`src/rtl/vga_timing.sv`:
```
// Raster timing generator: pixel coordinates, sync, display enable and strobes.
// Optional frame counter / animation phase, built only when VGA_TIMING_ANIM_EN is defined.
module vga_timing #(
   parameter int VGA_WIDTH       = 640,
   parameter int VGA_HEIGHT      = 480,
   parameter int H_FRONT_PORCH   = 16,
   parameter int H_SYNC_PULSE    = 96,
   parameter int H_BACK_PORCH    = 48,
   parameter int V_FRONT_PORCH   = 10,
   parameter int V_SYNC_PULSE    = 2,
   parameter int V_BACK_PORCH    = 33,
   parameter int SYNC_ACTIVE_LOW = 1,
   parameter int FRAME_BITS      = 5
) (
   input  logic                  clk_i,
   input  logic                  rst_i,
   input  logic                  ce_i,
   output logic [$clog2(VGA_WIDTH+H_FRONT_PORCH+H_SYNC_PULSE+H_BACK_PORCH)-1:0] pixel_x_o,
   output logic [$clog2(VGA_HEIGHT+V_FRONT_PORCH+V_SYNC_PULSE+V_BACK_PORCH)-1:0] pixel_y_o,
   output logic                  hsync_o,
   output logic                  vsync_o,
   output logic                  display_en_o,
   output logic                  line_start_o,
   output logic                  frame_start_o,
   output logic [FRAME_BITS-1:0] frame_count_o,
   output logic                  anim_phase_o
);

   localparam int H_TOTAL  = VGA_WIDTH + H_FRONT_PORCH + H_SYNC_PULSE + H_BACK_PORCH;
   localparam int V_TOTAL  = VGA_HEIGHT + V_FRONT_PORCH + V_SYNC_PULSE + V_BACK_PORCH;
   localparam int XW       = $clog2(H_TOTAL);
   localparam int YW       = $clog2(V_TOTAL);
   localparam int HS_START = VGA_WIDTH + H_FRONT_PORCH;
   localparam int HS_END   = HS_START + H_SYNC_PULSE;
   localparam int VS_START = VGA_HEIGHT + V_FRONT_PORCH;
   localparam int VS_END   = VS_START + V_SYNC_PULSE;
   localparam logic SYNC_ON = (SYNC_ACTIVE_LOW != 0) ? 1'b0 : 1'b1;

   logic [XW-1:0] hx_q, hx_d;
   logic [YW-1:0] vy_q, vy_d;
   logic [XW-1:0] pixel_x_q;
   logic [YW-1:0] pixel_y_q;
   logic          hsync_q, vsync_q, display_en_q, line_start_q, frame_start_q;
   logic          hsync_d, vsync_d, display_en_d, line_start_d, frame_start_d;
   logic [31:0]   hx_w, vy_w;

   // Widen the counters so every comparison runs at full integer width.
   assign hx_w = 32'(hx_q);
   assign vy_w = 32'(vy_q);

   always_comb begin
      hx_d = hx_q + XW'(1);
      vy_d = vy_q;
      if (hx_w == 32'(H_TOTAL - 1)) begin
         hx_d = '0;
         if (vy_w == 32'(V_TOTAL - 1)) begin
            vy_d = '0;
         end else begin
            vy_d = vy_q + YW'(1);
         end
      end
      display_en_d  = (hx_w < 32'(VGA_WIDTH)) && (vy_w < 32'(VGA_HEIGHT));
      hsync_d       = ((hx_w >= 32'(HS_START)) && (hx_w < 32'(HS_END))) ? SYNC_ON : ~SYNC_ON;
      vsync_d       = ((vy_w >= 32'(VS_START)) && (vy_w < 32'(VS_END))) ? SYNC_ON : ~SYNC_ON;
      line_start_d  = (hx_q == '0);
      frame_start_d = (hx_q == '0) && (vy_q == '0);
   end

   // The output stage captures the decode of the current counter position,
   // so the whole tuple lags the counters by exactly one enabled edge.
   always_ff @(posedge clk_i) begin
      if (rst_i) begin
         hx_q          <= '0;
         vy_q          <= '0;
         pixel_x_q     <= '0;
         pixel_y_q     <= '0;
         hsync_q       <= ~SYNC_ON;
         vsync_q       <= ~SYNC_ON;
         display_en_q  <= 1'b0;
         line_start_q  <= 1'b0;
         frame_start_q <= 1'b0;
      end else if (ce_i) begin
         hx_q          <= hx_d;
         vy_q          <= vy_d;
         pixel_x_q     <= hx_q;
         pixel_y_q     <= vy_q;
         hsync_q       <= hsync_d;
         vsync_q       <= vsync_d;
         display_en_q  <= display_en_d;
         line_start_q  <= line_start_d;
         frame_start_q <= frame_start_d;
      end
   end

   assign pixel_x_o     = pixel_x_q;
   assign pixel_y_o     = pixel_y_q;
   assign hsync_o       = hsync_q;
   assign vsync_o       = vsync_q;
   assign display_en_o  = display_en_q;
   assign line_start_o  = line_start_q;
   assign frame_start_o = frame_start_q;

`ifdef VGA_TIMING_ANIM_EN
   logic [FRAME_BITS-1:0] frame_count_q;
   logic                  seen_frame_q;

   // The first frame after reset presents count 0; later frame starts bump it.
   always_ff @(posedge clk_i) begin
      if (rst_i) begin
         frame_count_q <= '0;
         seen_frame_q  <= 1'b0;
      end else if (ce_i && frame_start_d) begin
         seen_frame_q <= 1'b1;
         if (seen_frame_q) begin
            frame_count_q <= frame_count_q + FRAME_BITS'(1);
         end
      end
   end

   assign frame_count_o = frame_count_q;
   assign anim_phase_o  = frame_count_q[FRAME_BITS-1];
`else
   assign frame_count_o = '0;
   assign anim_phase_o  = 1'b0;
`endif

endmodule

```
`config.mk`:
```
export PLATFORM = sky130hd
export DESIGN_NAME = vga_timing
export DESIGN_NICKNAME = d
export VERILOG_FILES = /design/src/rtl/vga_timing.sv
export SDC_FILE = /design/constraint.sdc
export NUM_CORES = 1
export LEC_CHECK = 0
export BUFFER_PORTS_ARGS = -buffer_cell sky130_fd_sc_hd__buf_2
export CAP_MARGIN = 20
export CORE_MARGIN = 5
export CORE_UTILIZATION = 31
export DETAILED_ROUTE_END_ITERATION = 6
export MAX_ROUTING_LAYER = met4
export PLACE_DENSITY_LB_ADDON = 0.08
export SYNTH_ARGS = -nofsm -noshare
export SYNTH_HDL_FRONTEND = slang
export SYNTH_SLANG_ARGS = --single-unit
```
`constraint.sdc`:
```
create_clock -name clk_i -period 2.1 [get_ports clk_i]
set_clock_uncertainty 0.2 [all_clocks]
set_input_delay 0.21 -clock clk_i [delete_from_list [all_inputs] [get_ports clk_i]]
set_output_delay 0.21 -clock clk_i [all_outputs]
set_load 0.02 [all_outputs]
```
==> results.sh <==
export IMPL_status="completed"
export IMPL_grt_overflow=0
export IMPL_cts_sinks=45
export IMPL_cts_root_buf="clkbuf_8"
export IMPL_gp_congestion=0.750
export IMPL_rsz0062_at_grt="no"
export IMPL_worstSkewPairLatency_ps=300
export IMPL_drtPass1Iterations=4
export IMPL_synthAdderAreaFrac=0.0240
export IMPL_yosysWarnings=0
export IMPL_max_stage_delay_ps=560
export IMPL_detail_route_antenna_nets=0
export IMPL_powerDensity_nw_per_um2=621
export IMPL_gr_usage_all_layers=0.126
export IMPL_synth_simple_area_share=0.261
export IMPL_cts_path_max_buffers=2
export IMPL_synth_top_area_frac=0.431
export IMPL_utilization=0.368
export IMPL_cp_arrival_ps=2040
export IMPL_drc=0
export IMPL_drtIter0Drc=155
export IMPL_synthToLayoutAreaGrowth_pct=17.7
export IMPL_synthXorXnorAreaFrac=0.0377
export IMPL_period_needed_ps=2010
export IMPL_synth_cell_types=42
export IMPL_min_path_type="in -> reg"
export IMPL_crit_required_ps=2140
export IMPL_finalMaxSlewViolations=0
export IMPL_cp_end_kind="register"
export IMPL_synthTopCellsByArea="dfxtp_1 (43%), mux2i_1 (9.1%), nor2_1 (4.3%)"
export IMPL_crit_family="simple AND/OR/NAND/NOR gates"
export IMPL_die_w_um=92.1
export IMPL_nFillCells=709
export IMPL_grt_max_degree=26
export IMPL_path_class="reg -> reg"
export IMPL_grt_pass1_vias=1515
export IMPL_max_freq_mhz=498
export IMPL_pin_count=34
export IMPL_viasPerCell=4.81
export IMPL_avgRoutedWirePerCell_um=14.6
export IMPL_power_mw=1.53
export IMPL_leakagePower_nw=1.03
export IMPL_synthCells=231
export IMPL_start_util=0.313
export IMPL_synth_seq_area_share=0.431
export IMPL_synth_edf_count=0
export IMPL_crit_slowest_cell="or4_4"
export IMPL_setup_viol=0
export IMPL_totalWireLength_um=5070
export IMPL_path_max_fanout=5
export IMPL_grt_pass1_wl_um=8250
export IMPL_dpl_hpwl_um=3610
export IMPL_syn_area_per_cell_um2=9.05
export IMPL_synth_flop_cell="dfxtp_1"
export IMPL_cp_start_kind="register"
export IMPL_diodes=0
export IMPL_fin_crit_sh=0.956
export IMPL_cts_hold_buf=0
export IMPL_coreArea_um2=6680
export IMPL_async_flop_share=0
export IMPL_synth_top_family_by_area="simple AND/OR/NAND/NOR gates"
export IMPL_vias=1674
export IMPL_die_h_um=92.1
export IMPL_fin_nets=275
export IMPL_path_buf_inv=0
export IMPL_clkTransAtPathRegs_ps=90
export IMPL_htree_levels=2
export IMPL_ir_drop_mv=0.308
export IMPL_synth_compound_area_frac=0.0737
export IMPL_antenna_found_initial=0
export IMPL_fp_dieArea_um2=8480
export IMPL_syn_cell_area_um2=2090
export IMPL_synth_mux_area_frac=0.0910
export IMPL_drv_cap=0
export IMPL_ys_seq_elements=45
export IMPL_cts_tree="yes"
export IMPL_fin_cells=348
export IMPL_floorplan_rows=30
export IMPL_synth_top_area_cell="dfxtp_1"
export IMPL_hold_viol=0
export IMPL_setup_tns_ps=0
export IMPL_worstPathCellList="ha_4 > nand4b_2 > or4_4 > or3_1 > a21oi_2"
export IMPL_hold_ws_ps=83.5
export IMPL_cts_buffers=5
export IMPL_post_place_cells=341
export IMPL_io_buffers=27
export IMPL_drive_gt1_frac=0.239
==> sequential cells by signal, indices dropped and copies added (netlist names) <==
| name | count |
|---|---|
| display_en_o | 1 |
| frame_start_o | 1 |
| hsync_o | 1 |
| hx_q | 10 |
| line_start_o | 1 |
| pixel_x_o | 10 |
| pixel_y_o | 10 |
| vsync_o | 1 |
| vy_q | 10 |
==> per-stage QoR <==
stage / cell area [um^2] / setup WS [ps]
detailed placement: 2360 / 90.7
finish: 2460 / 92.0
global route: 2460 / 0.806
floorplan: 2110 / 118
global placement: 2360 / 125
CTS: 2450 / 60.2
==> report_power, final <==
group	internal [mW]	total (mW)	switching, mW
Clock	0.261	0.560	0.300
Combinational	0.0352	0.100	0.0648
Sequential	0.861	0.867	0.00528
==> synthesized netlist by cell type, types with 6 or more instances <==
cell      instances
nor3_1           11
inv_1             8
mux2i_1          19
nand4_1           6
nand3_1          11
buf_4             8
nand2_1           9
or3_1             7
a21oi_1          10
dfxtp_1          45
o21ai_0           7
nand2b_1          6
nor2_1           24
==> cells in the final DEF (no fill, tap or decap), types with 8 or more instances in the layout <==
cell	n
a21oi_1	10
buf_2	27
buf_4	20
dfxtp_1	45
inv_1	8
mux2i_1	19
nand2_1	9
nand3_1	11
nor2_1	24
nor3_1	11
==> cell families after synthesis <==
family / count (synthesis)
and+or+nand+nor: 97
adders and majority gates: 4
muxes: 19
AOI/OAI and AO/OA: 26
other: 1
buffers and inverters: 30
xor gates and xnor gates: 9
DFF: 45
==> final timing paths <==
path,from,depth (start not counted),slack (ps),endpoint
worst max-delay path,hx_q[0],5,90,vy_q[9]
worst min-delay path,ce_i,3,80,pixel_x_o[2]
worst max register to register,hx_q[0],5,90,vy_q[9]
worst min register to register,line_start_o,2,270,line_start_o
==> worst reg2reg max path, stage by stage (launching register included) <==
cell,delay [ps]
dfxtp_1,380
ha_4,170
nand4b_2,150
or4_4,560
or3_1,370
a21oi_2,130
==> layer usage <==
layer,share of wire,wire length [um],global-route usage
met2,0.40,2010,0.164
met4,0.014,72,0.0408
met3,0.040,204,0.0279
met1,0.55,2780,0.188
met5,0,0,-
==> timing repair <==
| action | 4_1_cts | 5_1_grt |
|---|---|---|
| resized for setup | 0 | 2 |
| setup buffers | 0 | 0 |
| endpoints found under the setup margin | 0 | 3 |
==> area by class of cell <==
type                    count  area, um^2  share of cell area
multi-input cells         161        1050               0.428
flip-flops and latches     45         901               0.366
repair buffers             47         285               0.116
well taps                  80         100              0.0407
clock buffers               6        82.6              0.0336
inverters                   8        30.0              0.0122
clock inverters             1        7.51             0.00305
(Power assumes the default switching activity.)
